==> src/rtl/video_sync_tracker.sv <==
// Video input timing tracker: registers the sync/data inputs once and tags each
// pixel with x/y and block coordinates, line/frame markers and a geometry lock.
module video_sync_tracker #(
    parameter int H_WIDTH  = 1920,
    parameter int V_HEIGHT = 1080,
    parameter int KH       = 30,
    parameter int KV       = 30
) (
    input  logic                                  clk_i,
    input  logic                                  rst_ni,
    input  logic                                  vs_i,
    input  logic                                  hs_i,
    input  logic                                  de_i,
    input  logic [23:0]                           data_i,
    output logic                                  vs_o,
    output logic                                  hs_o,
    output logic                                  de_o,
    output logic [23:0]                           data_o,
    output logic                                  pix_valid_o,
    output logic [$clog2(H_WIDTH+1)-1:0]          x_o,
    output logic [$clog2(V_HEIGHT+1)-1:0]         y_o,
    output logic [$clog2(H_WIDTH/KH+2)-1:0]       bx_o,
    output logic [$clog2(V_HEIGHT/KV+2)-1:0]      by_o,
    output logic                                  sof_o,
    output logic                                  eol_o,
    output logic                                  eof_o,
    output logic                                  locked_o,
    output logic                                  err_o,
    output logic [15:0]                           frame_cnt_o
);
    localparam int XW  = $clog2(H_WIDTH+1);
    localparam int YW  = $clog2(V_HEIGHT+1);
    localparam int BXW = $clog2(H_WIDTH/KH+2);
    localparam int BYW = $clog2(V_HEIGHT/KV+2);
    localparam int KXW = $clog2(KH+1);
    localparam int KYW = $clog2(KV+1);

    localparam logic [XW-1:0]  X_END   = XW'(H_WIDTH);
    localparam logic [XW-1:0]  X_LAST  = XW'(H_WIDTH-1);
    localparam logic [YW-1:0]  Y_END   = YW'(V_HEIGHT);
    localparam logic [YW-1:0]  Y_LAST  = YW'(V_HEIGHT-1);
    localparam logic [KXW-1:0] KX_LAST = KXW'(KH-1);
    localparam logic [KYW-1:0] KY_LAST = KYW'(KV-1);

    typedef enum logic {SEEK, ACTIVE} state_t;

    state_t state_q, state_d;

    logic [XW-1:0]  x_cnt, x_a, x_d;
    logic [YW-1:0]  y_cnt, y_a, y_d;
    logic [KXW-1:0] kx_cnt, kx_a, kx_d;
    logic [KYW-1:0] ky_cnt, ky_a, ky_d;
    logic [BXW-1:0] bx_cnt, bx_a, bx_d;
    logic [BYW-1:0] by_cnt, by_a, by_d;
    logic           bad_q, bad_a, bad_d;

    logic vs_rise, de_fall, act, frame_close, good_frame, pix, in_range;

    // Edge detection uses the registered copies of vs/de as the previous sample.
    assign vs_rise     = vs_i && !vs_o;
    assign de_fall     = !de_i && de_o;
    assign act         = (state_q == ACTIVE) || vs_rise;
    assign frame_close = (state_q == ACTIVE) && vs_rise;
    assign good_frame  = !bad_q && (y_cnt == Y_END);
    assign pix         = act && de_i;

    // FSM next state: leave SEEK on the first vs rising edge, then stay ACTIVE.
    always_comb begin
        state_d = state_q;
        if (state_q == SEEK && vs_rise)
            state_d = ACTIVE;
    end

    // Counter update: frame/line close first (stage a), then count this pixel.
    always_comb begin
        x_a = x_cnt; kx_a = kx_cnt; bx_a = bx_cnt;
        y_a = y_cnt; ky_a = ky_cnt; by_a = by_cnt;
        bad_a = bad_q;
        if (vs_rise) begin
            // A vs edge wins over a coincident de fall: that line is discarded.
            x_a = '0; kx_a = '0; bx_a = '0;
            y_a = '0; ky_a = '0; by_a = '0;
            bad_a = 1'b0;
        end else if (state_q == ACTIVE && de_fall) begin
            if (x_cnt != X_END)
                bad_a = 1'b1;
            x_a = '0; kx_a = '0; bx_a = '0;
            if (y_cnt < Y_END) begin
                y_a = y_cnt + 1'b1;
                if (ky_cnt == KY_LAST) begin
                    ky_a = '0;
                    by_a = by_cnt + 1'b1;
                end else begin
                    ky_a = ky_cnt + 1'b1;
                end
            end
        end

        in_range = (x_a < X_END) && (y_a < Y_END);

        x_d = x_a; kx_d = kx_a; bx_d = bx_a;
        y_d = y_a; ky_d = ky_a; by_d = by_a;
        bad_d = bad_a;
        if (pix) begin
            if (y_a >= Y_END)
                bad_d = 1'b1;
            // Block counters stop with x so bx never runs past H_WIDTH/KH.
            if (x_a < X_END) begin
                x_d = x_a + 1'b1;
                if (kx_a == KX_LAST) begin
                    kx_d = '0;
                    bx_d = bx_a + 1'b1;
                end else begin
                    kx_d = kx_a + 1'b1;
                end
            end
        end
    end

    // FSM state register.
    always_ff @(posedge clk_i or negedge rst_ni) begin
        if (!rst_ni) state_q <= SEEK;
        else         state_q <= state_d;
    end

    // Counters, pass-through registers and all annotated outputs.
    always_ff @(posedge clk_i or negedge rst_ni) begin
        if (!rst_ni) begin
            x_cnt <= '0; kx_cnt <= '0; bx_cnt <= '0;
            y_cnt <= '0; ky_cnt <= '0; by_cnt <= '0;
            bad_q <= 1'b0;
            vs_o <= 1'b0; hs_o <= 1'b0; de_o <= 1'b0; data_o <= '0;
            pix_valid_o <= 1'b0;
            x_o <= '0; y_o <= '0; bx_o <= '0; by_o <= '0;
            sof_o <= 1'b0; eol_o <= 1'b0; eof_o <= 1'b0;
            locked_o <= 1'b0; err_o <= 1'b0; frame_cnt_o <= '0;
        end else begin
            x_cnt <= x_d; kx_cnt <= kx_d; bx_cnt <= bx_d;
            y_cnt <= y_d; ky_cnt <= ky_d; by_cnt <= by_d;
            bad_q <= bad_d;
            vs_o <= vs_i; hs_o <= hs_i; de_o <= de_i; data_o <= data_i;
            pix_valid_o <= pix && in_range;
            x_o  <= x_a;
            y_o  <= y_a;
            bx_o <= bx_a;
            by_o <= by_a;
            sof_o <= pix && in_range && (x_a == '0) && (y_a == '0);
            eol_o <= pix && in_range && (x_a == X_LAST);
            eof_o <= pix && in_range && (x_a == X_LAST) && (y_a == Y_LAST);
            err_o <= frame_close && !good_frame;
            if (frame_close) begin
                locked_o <= good_frame;
                if (good_frame)
                    frame_cnt_o <= frame_cnt_o + 16'd1;
            end
        end
    end
endmodule

==> config.mk <==
export PLATFORM = sky130hd
export DESIGN_NAME = video_sync_tracker
export DESIGN_NICKNAME = d
export VERILOG_FILES = /design/src/rtl/video_sync_tracker.sv
export SDC_FILE = /design/constraint.sdc
export NUM_CORES = 1
export LEC_CHECK = 0
export ABC_AREA = 1
export BUFFER_PORTS_ARGS = -buffer_cell sky130_fd_sc_hd__buf_2
export CAP_MARGIN = 20
export CORE_MARGIN = 2
export CORE_UTILIZATION = 30
export CTS_CLUSTER_SIZE = 16
export DETAILED_ROUTE_END_ITERATION = 8
export GPL_TIMING_DRIVEN = 0
export REMOVE_ABC_BUFFERS = 1
export SLEW_MARGIN = 20
export SYNTH_ARGS = -nofsm -noshare
export SYNTH_HDL_FRONTEND = slang
export SYNTH_SLANG_ARGS = --single-unit
==> constraint.sdc <==
create_clock -name clk_i -period 2.6 [get_ports clk_i]
set_clock_uncertainty 0.2 [all_clocks]
set_input_delay 0.26 -clock clk_i [delete_from_list [all_inputs] [get_ports clk_i]]
set_output_delay 0.26 -clock clk_i [all_outputs]
set_load 0.01 [all_outputs]
Word level (Yosys, flattened, before mapping)
Index checks and enable logic that the tools add are counted.

Flip-flop bits (word level): 114. Latch bits: 0. Memory bits (writable): 0. Bits in read-only memories: 0. Input port bits: 29. Output and inout bits: 84. Memories kept: 0.

Add/subtract/negate cells: 7. $mul: 0. Divide/modulo/power cells: 0. $lt $le $gt $ge: 4. Eq/ne operators: 6. Shift operators: 0. Muxes and demuxes: 30. Bitwise gates (word level): 1. Reduce and logical (&&, ||, !) cells: 27.

Operators with widths (number): 2-to-1 mux 11 bit (7); 2-to-1 mux 5 bit (9); 2-to-1 mux 7 bit (5); equality test 11 bit (second input constant) (3); less-than comparator 11 bit (second input constant) (3); 2-to-1 mux 6 bit (4); adder 11 x 1 -> 11 bit (second input constant) (2); logical NOT 11 bit (2); adder 16 x 1 -> 16 bit (second input constant) (1); logical AND 1 bit (14); >= comparator 11 bit (second input constant) (1); inequality test 11 bit (second input constant) (1); adder 5 x 1 -> 5 bit (second input constant) (2); equality test 5 bit (second input constant) (2); adder 7 x 1 -> 7 bit (second input constant) (1); adder 6 x 1 -> 6 bit (second input constant) (1); nonzero test 2 bit (3); 2-to-1 mux 1 bit (5); logical NOT 1 bit (4); AND reduction 2 bit (2); AND reduction 3 bit (1); logical OR 1 bit (1); inverter 1 bit (1).

Logic depth before layout (Yosys ltp)
Gate-level depths: netlist of run 1.

Word-level depth: 10. Gate-level depth with buffers: 16. Depth with buffers taken out: 15.

Least setup slack after synthesis of run 1
No wires, ideal clock.

Path type: register -> register. Start point: reg vs_o. End point: reg bx_cnt[5]. Setup time: 0.124 ns. Arrival time: 1.761 ns. Required time: 2.276 ns. Setup slack: 0.515 ns. Cell stages (with the launch flop): 15. Buffers on the path: 1. Cell sequence: dfrtp_1 -> inv_1 -> nand2_2 -> nand2_8 -> inv_6 -> buf_12 -> nand2_1 -> inv_1 -> ha_1 -> nand2_2 -> nor2_4 -> inv_2 -> nor2_8 -> nand4_1 -> xor2_1.

Cells in the longest elaborated chain, start to end: 7. Elaborated cells on any way between the ends: 13. Those cells by class: 1 x add/sub; 1 x order compare; 1 x eq/ne; 6 x mux; 4 x reduce/logical.

Ends and longest elaborated chain: from (decl) (RTL line 15) `output logic vs_o,`; from (signal assigned) (RTL line 141) `vs_o <= vs_i; hs_o <= hs_i; de_o <= de_i; data_o <= data_i;`; logical NOT 1 bit (*) (RTL line 60) `assign vs_rise = vs_i && !vs_o;`; logical AND 1 bit (*) (RTL line 60); 2-to-1 mux 7 bit or 2-to-1 mux 5 bit (tied branches) (RTL line 79) `if (vs_rise) begin`; adder 7 x 1 -> 7 bit or equality test 5 bit (tied branches) (RTL line 112, 110); 2-to-1 mux 7 bit (RTL line 110) `if (kx_a == KX_LAST) begin`; 2-to-1 mux 7 bit (RTL line 108) `if (x_a < X_END) begin`; 2-to-1 mux 7 bit (*) (RTL line 104) `if (pix) begin`; via bx_d[5] (RTL line 53) `logic [BXW-1:0] bx_cnt, bx_a, bx_d;`; to (signal assigned) (RTL line 129) `x_cnt <= '0; kx_cnt <= '0; bx_cnt <= '0;`; to (signal assigned) (RTL line 138) `x_cnt <= x_d; kx_cnt <= kx_d; bx_cnt <= bx_d;`; to (decl) (RTL line 53).

Mark *: on every way through the listed nets, which the timed path passes. The rest lies on a longest branch. A chain may end at the register's enable or synchronous reset.

Worst setup path in the final report of run 1
Start point: in de_i. End point: reg bx_cnt[5].

Cells in the longest elaborated chain, start to end: 9. Elaborated cells on any way between the ends: 16. Those cells by class: 1 x add/sub; 1 x order compare; 1 x eq/ne; 9 x mux; 4 x reduce/logical.

Ends and longest elaborated chain: from (decl) (RTL line 13) `input logic de_i,`; logical NOT 1 bit (RTL line 61) `assign de_fall = !de_i && de_o;`; logical AND 1 bit (RTL line 61); logical AND 1 bit (RTL line 84) `end else if (state_q == ACTIVE && de_fall) begin`; 2-to-1 mux 7 bit or 2-to-1 mux 5 bit (tied branches) (RTL line 84); 2-to-1 mux 7 bit or 2-to-1 mux 5 bit (tied branches) (RTL line 79); adder 7 x 1 -> 7 bit or equality test 5 bit (tied branches) (RTL line 112, 110); 2-to-1 mux 7 bit (RTL line 110); 2-to-1 mux 7 bit (RTL line 108); 2-to-1 mux 7 bit (*) (RTL line 104); via bx_d[5] (RTL line 53).

Marks and branches as above.

==> results of run 1 <==
[how the worst max path moves through the flow]
stage	startpoint	end	slack, ns	cells past startpoint
after global placement	rst_ni	x_o[10]	-0.40	1
after CTS	vs_o	bx_cnt[5]	0.02	13
after floorplan	vs_o	bx_cnt[5]	0.33	13
final	de_i	bx_cnt[5]	0.22	15
after detailed placement	vs_i	bx_cnt[5]	0.02	13
after global routing	vs_o	eof_o	-0.009	11
[what timing repair did]
action,4_1_cts,5_1_grt
endpoints found under the hold margin,71,0
resized for setup,0,2
endpoints found under the setup margin,0,18
hold buffers,28,0
setup buffers,0,0
[power breakdown]
part | internal [uW] | total (uW) | switching (uW)
Sequential | 1860 | 1910 | 56.5
Clock | 1780 | 2560 | 781
Combinational | 159 | 406 | 247
Total | 3790 | 4880 | 1080
[worst max-delay path: stages]
cell,delay (ns)
dlygate4sd3_1,0.54
buf_2,0.15
inv_2,0.05
nand3_4,0.12
nand2_8,0.15
inv_6,0.15
nand2_1,0.11
inv_1,0.09
ha_1,0.15
nand2_2,0.07
nor2_4,0.11
inv_2,0.08
nor2_8,0.15
nand4_1,0.11
xor2_1,0.16
[layout make-up]
| type | instances | area share, % |
|---|---|---|
| Clock buffer | 19 | 6.27 |
| Multi-Input combinational cell | 324 | 27.3 |
| Clock inverter | 12 | 3.08 |
| Timing Repair Buffer | 141 | 12.7 |
| Inverter | 97 | 5.38 |
| Tap cell | 220 | 3.99 |
| Sequential cell | 114 | 41.3 |
[placed cells by master, fill, tap and decap left out, types with 11 or more instances in the layout]
master and count:
clkbuf_16 17, ha_1 11, nand3_1 43, xor2_1 24, buf_2 111, nor3_1 16, nor2_1 42, nand4_1 11
dlygate4sd3_1 28, nand2_1 98, o21ai_0 14, dfrtp_1 114, inv_1 85
[state kept, by name (all words and copies together) (netlist names), 5 cells and up]
signal	cells
data_o	24
frame_cnt_o	16
x_cnt	11
x_o	11
y_cnt	11
bx_cnt	7
bx_o	7
by_cnt	6
kx_cnt	5
ky_cnt	5
[kinds of logic after synthesis]
logic type / share of synthesized area (%)
AND/OR/NAND/NOR: 25.7
flip-flops: 55.2
buffers and inverters: 8.59
AO/OA/AOI/OAI: 2.90
XOR/XNOR: 4.74
adder cells (fa/ha/maj): 2.66
multiplexers: 0.194
[synthesized netlist by cell type, types with 4 or more instances]
| cell | n |
|---|---|
| nor2_2 | 9 |
| nand2_2 | 10 |
| xor2_1 | 24 |
| nand2_1 | 98 |
| nand3_1 | 43 |
| a21oi_1 | 9 |
| inv_2 | 9 |
| nor2_1 | 42 |
| nand4_1 | 11 |
| xnor2_1 | 4 |
| nor3_2 | 6 |
| ha_1 | 11 |
| inv_1 | 85 |
| nor3_1 | 16 |
| dfrtp_1 | 114 |
| nor2_4 | 6 |
| o21ai_0 | 14 |
[layer usage]
metal	GRT usage, %	wire (um)
met5	0	0
met4	5.27	173
met3	3.85	539
met2	22.3	5690
met1	16.0	4980
[per-stage QoR]
step	utilization (%)	total power (uW)	setup TNS [ns]	hold WS [ns]
floorplan	-	2140	0	-0.236
global placement	35.5	2310	-44.80	0.168
detailed placement	35.7	2320	0	0.0212
CTS	41.3	4950	0	0.139
global route	41.3	5100	-0.0112	0.171
finish	41.3	4880	0	0.142
==> impl_results.md, run 1 <==
- Via/cell ratio: 4.31
- EDFF count, synth: 0
- Peak VDD IR: 0.000400 V
- Clk slew on worst S/H paths: approximately 0.050 ns
- Dpl hpwl: approximately 8000 um
- Critical Path Sink Type: flip-flop
- Number of diodes: 0
- Max Transition Viols Final: 0
- Distinct cells, synth: 37
- Root buffer cell: clkbuf_16
- Class of the worst hold path: in -> async
- DP Worst Slack: between 0.015 and 0.02 ns
- Largest net degree at the start of global routing: roughly 70
- Final GP Congestion: 0.819
- Layout cell share with drive strength beyond 1: between 20 and 30%
- Slew margin rel.: 71.9%
- Gr ovfl total: 0
- Die Y: between 100 and 150 um
- P&R area growth vs syn: 33.5%
- Synth Flop Type: dfrtp_1
- Crit share post-route: 91.5%
- Syn avg cell area: 9.54 um2
- Crit path arrival time: 2.48 ns
- Final Setup Violations: 0
- Number of port buffers: roughly 110
- Final Cell Area: between 6000 and 7000 um2
- Yosys reg bits: around 110
- Reg2Reg Depth: 13
- Placed cell areas: ~6000 um2
- Worst setup margin: 0.221 ns
- Sequential share of the synthesized area: 55.2%
- Initial cell density of the core: 31.0%
- DIE WIDTH: 135 um
- Insertion delay of the later-clocked pin in the worst-skew pair: 0.42 ns
- Number of global-route vias before repair: 3,950
- Post-route DRC: 0
- Vias post-DR: 3,991
- Iter 0 DRT Violations: 177
- Status: finished clean
- DRT antenna net count: 0
- Clock tree buffer depth: 2
- PD cells: 707 nW/um2
- CTS tree: done
- Kind of critical path: in -> reg
- TritonCTS Buffers: 17
- P_leak: 0.00370 uW
- Synth top area share: 55.2%
- Overall Global Routing Usage: 13.3%
- Worst endpoint required time: 2.70 ns
- CORE AREA: 16,700 um2
- Wire per inst: around 12 um
- Non-Filler Instances: 927
- Fmax: 420 MHz
- Final net count: 735
- Ports: between 100 and 150
- Mapped Cells: 542
- Fillers: ~1,700
- Maximum level of the CTS H-tree: 4
- Max_cap viols: 0
- Die area: 18,300 um2
- Number of antenna violations at the first check in global routing: 0
- Row Count: 47
- Capturing point of the worst reg2reg path: bx_cnt[5]
- Multi-input logic area: between 1500 and 2000 um2
- Synthesized area: 5170 um2
- Slew @ Worst Pin: 0.421 ns
- Fin. Hold Viols: 0
- Reg area: between 2000 and 3000 um2
- Crit Path Max Fanout: 13
- TritonRoute pass-1 iters: 5
- Async SR Flop Fraction: 100%
- Reg-to-reg startpoint: vs_o
- R2R setup slack: 0.22 ns
- CP startpoint kind: input pin
- Top cells by area, synth: dfrtp_1, nand2_1, inv_1
- Post-Route WL: around 11,000 um
- Period minus WS final: between 2 and 2.5 ns
- First-pass GRT wire length: 19,000 um
- Syn. warnings: 0
- Clk sinks: 114
- Placed cells: 868
- Dominant cell type by area after synthesis: dfrtp_1
Note: power is estimated with default switching activity, not from simulation.
==> inputs of run 2 (changes only) <==
--- a/config.mk
+++ b/config.mk
@@ -13,6 +13,7 @@
 export CTS_CLUSTER_SIZE = 16
 export DETAILED_ROUTE_END_ITERATION = 8
 export GPL_TIMING_DRIVEN = 0
+export MAX_ROUTING_LAYER = met4
 export REMOVE_ABC_BUFFERS = 1
 export SLEW_MARGIN = 20
 export SYNTH_ARGS = -nofsm -noshare
==> impl_results.md, run 2 (synthesis results as in run 1) <==
- Status: finished clean
- Commonest non-fill, non-tap cell in the layout: dfrtp_1
- P&R area growth vs syn: 33.5%
- Clk sinks: ~110
- Largest net degree at the start of global routing: 71
- DRT antenna net count: 0
- Top Registers: data_o (24), frame_cnt_o (16)
- Gr ovfl total: 0
- Final net count: 735
- Clock share of power: a little over half
- Max Transition Viols Final: 0
- CORE AREA: 16,700 um2
- Layout cell share with drive strength beyond 1: 27.6%
- Slew @ Worst Pin: 0.420 ns
- Crit share post-route: 91.8%
- Number of antenna violations at the first check in global routing: 0
- CTS tree: done
- Wire per inst: around 12 um
- Maximum level of the CTS H-tree: 4
- TritonRoute pass-1 iters: 4
- Peak VDD IR: 0.000399 V
- Hold slack: 0.141 ns
- Number of port buffers: roughly 110
- Worst endpoint required time: between 2 and 3 ns
- Multi-input logic area: 1880 um2
- Row Count: 47
- Crit path arrival time: around 2.5 ns
- Fillers: 1,656
- Post-route DRC: 0
- DP Worst Slack: 0.0187 ns
- DIE WIDTH: 135 um
- Overall Global Routing Usage: ~14%
- Post-Route WL: 11,400 um
- Insertion delay of the later-clocked pin in the worst-skew pair: between 0.4 and 0.5 ns
- Fmax: 419 MHz
- P_sw: between 1000 and 1500 uW
- Clock tree buffer depth: 2
- Reg area: 2850 um2
- Most frequent cells in the layout: dfrtp_1, buf_2, nand2_1, inv_1, nand3_1
- Fin. Hold Viols: 0
- Kind of critical path: in -> reg
- First-pass GRT wire length: about 19,000 um
- TritonCTS Buffers: 17
- Dpl hpwl: 7980 um
- P_leak: 0.00370 uW
- Via/cell ratio: around 4.3
- Final GP Congestion: a little over 0.8
- Switch share: between 20% and 30%
- Power share of the combinational group: under 10%
- Slew margin rel.: 72.0%
- Crit Path Max Fanout: 13
- Worst setup margin: around 0.21 ns
- Number of diodes: 0
- Clk slew on worst S/H paths: 0.05 ns
- Die area: 18,300 um2
- Setup Buffers After CTS: 0
- Vias post-DR: around 4,000
- Die Y: 135 um
- Internal power: ~3800 uW
- Ports: 113
- Period minus WS final: 2.39 ns
- Seq pwr share: 39.2%
- CP startpoint kind: input pin
- PD cells: 707 nW/um2
- Root buffer cell: clkbuf_16
- Iter 0 DRT Violations: 193
- Reg with most FFs: data_o
- Max reg flops: 24
- Final Setup Violations: 0
- Initial cell density of the core: 31.0%
- Max_cap viols: 0
- Critical Path Sink Type: flip-flop
- Number of global-route vias before repair: around 4,000
- Class of the worst hold path: in -> async
[run 2: cell counts in the layout (fill, tap and decap cells not counted)]
No cell type changed its count.
[run 2: metrics by stage]
| stage | TNS (ns) | util (%) | area (um2) | cells | power, uW |
|---|---|---|---|---|---|
| global route | -0.0115 | 41.3 | 6900 | 927 | 5100 |
| finish | 0 | 41.3 | 6900 | 927 | 4880 |
| CTS | 0 | 41.3 | 6890 | 927 | 4950 |
| global placement | -44.80 | 35.5 | 5930 | 867 | 2310 |
| floorplan | 0 | - | 5100 | 535 | 2140 |
| detailed placement | 0 | 35.7 | 5970 | 868 | 2320 |
[run 2: path summary, 6_finish.rpt]
kind	cells past startpoint	to	slack (ns)	from
max in group asynchronous	3	x_cnt[6]	1.37	rst_ni
hold / removal	2	frame_cnt_o[9]	0.14	rst_ni
min in group clk_i	3	state_q	0.15	vs_i
setup / recovery	15	bx_cnt[5]	0.21	de_i
setup reg to reg	13	bx_cnt[5]	0.22	vs_o
hold reg to reg	1	frame_cnt_o[4]	0.29	frame_cnt_o[4]
[run 2: final cells by class]
class | instances | area share, %
Sequential cell | 114 | 41.3
Inverter | 97 | 5.38
Clock buffer | 19 | 6.27
Timing Repair Buffer | 141 | 12.7
Clock inverter | 12 | 3.08
Multi-Input combinational cell | 324 | 27.3
Tap cell | 220 | 3.99
[run 2: critical path, cell delays in order]
cell and delay (ns):
dlygate4sd3_1 0.54, buf_2 0.15, inv_2 0.05, nand3_4 0.12
nand2_8 0.15, inv_6 0.15, nand2_1 0.11, inv_1 0.09
ha_1 0.15, nand2_2 0.07, nor2_4 0.11, inv_2 0.08
nor2_8 0.15, nand4_1 0.11, xor2_1 0.16
[run 2: power groups by stage]
stage	clock [uW]	sequential, uW	combinational, uW
final	2560	1910	406
after global routing	2710	1930	464
after CTS	2620	1910	415
after detailed placement	0	1940	380
after global placement	0	1940	372
after floorplan	0	1960	182
[run 2: metal layers]
layer / global-route usage (%) / part of all wire [%] / vias up / routed length (um)
li1: - / - / 2007 / -
met1: 15.9 / 44 / 1890 / 5020
met2: 22.4 / 50 / 80 / 5720
met3: 3.78 / 4.3 / 13 / 492
met4: 5.44 / 1.5 / 0 / 170
met5: - / 0 / - / 0
[run 2: timing repair]
action                                  4_1_cts  5_1_grt
resized for setup                             0        2
hold endpoints to repair                     71        0
endpoints found under the setup margin        0       18
hold buffers                                 28        0
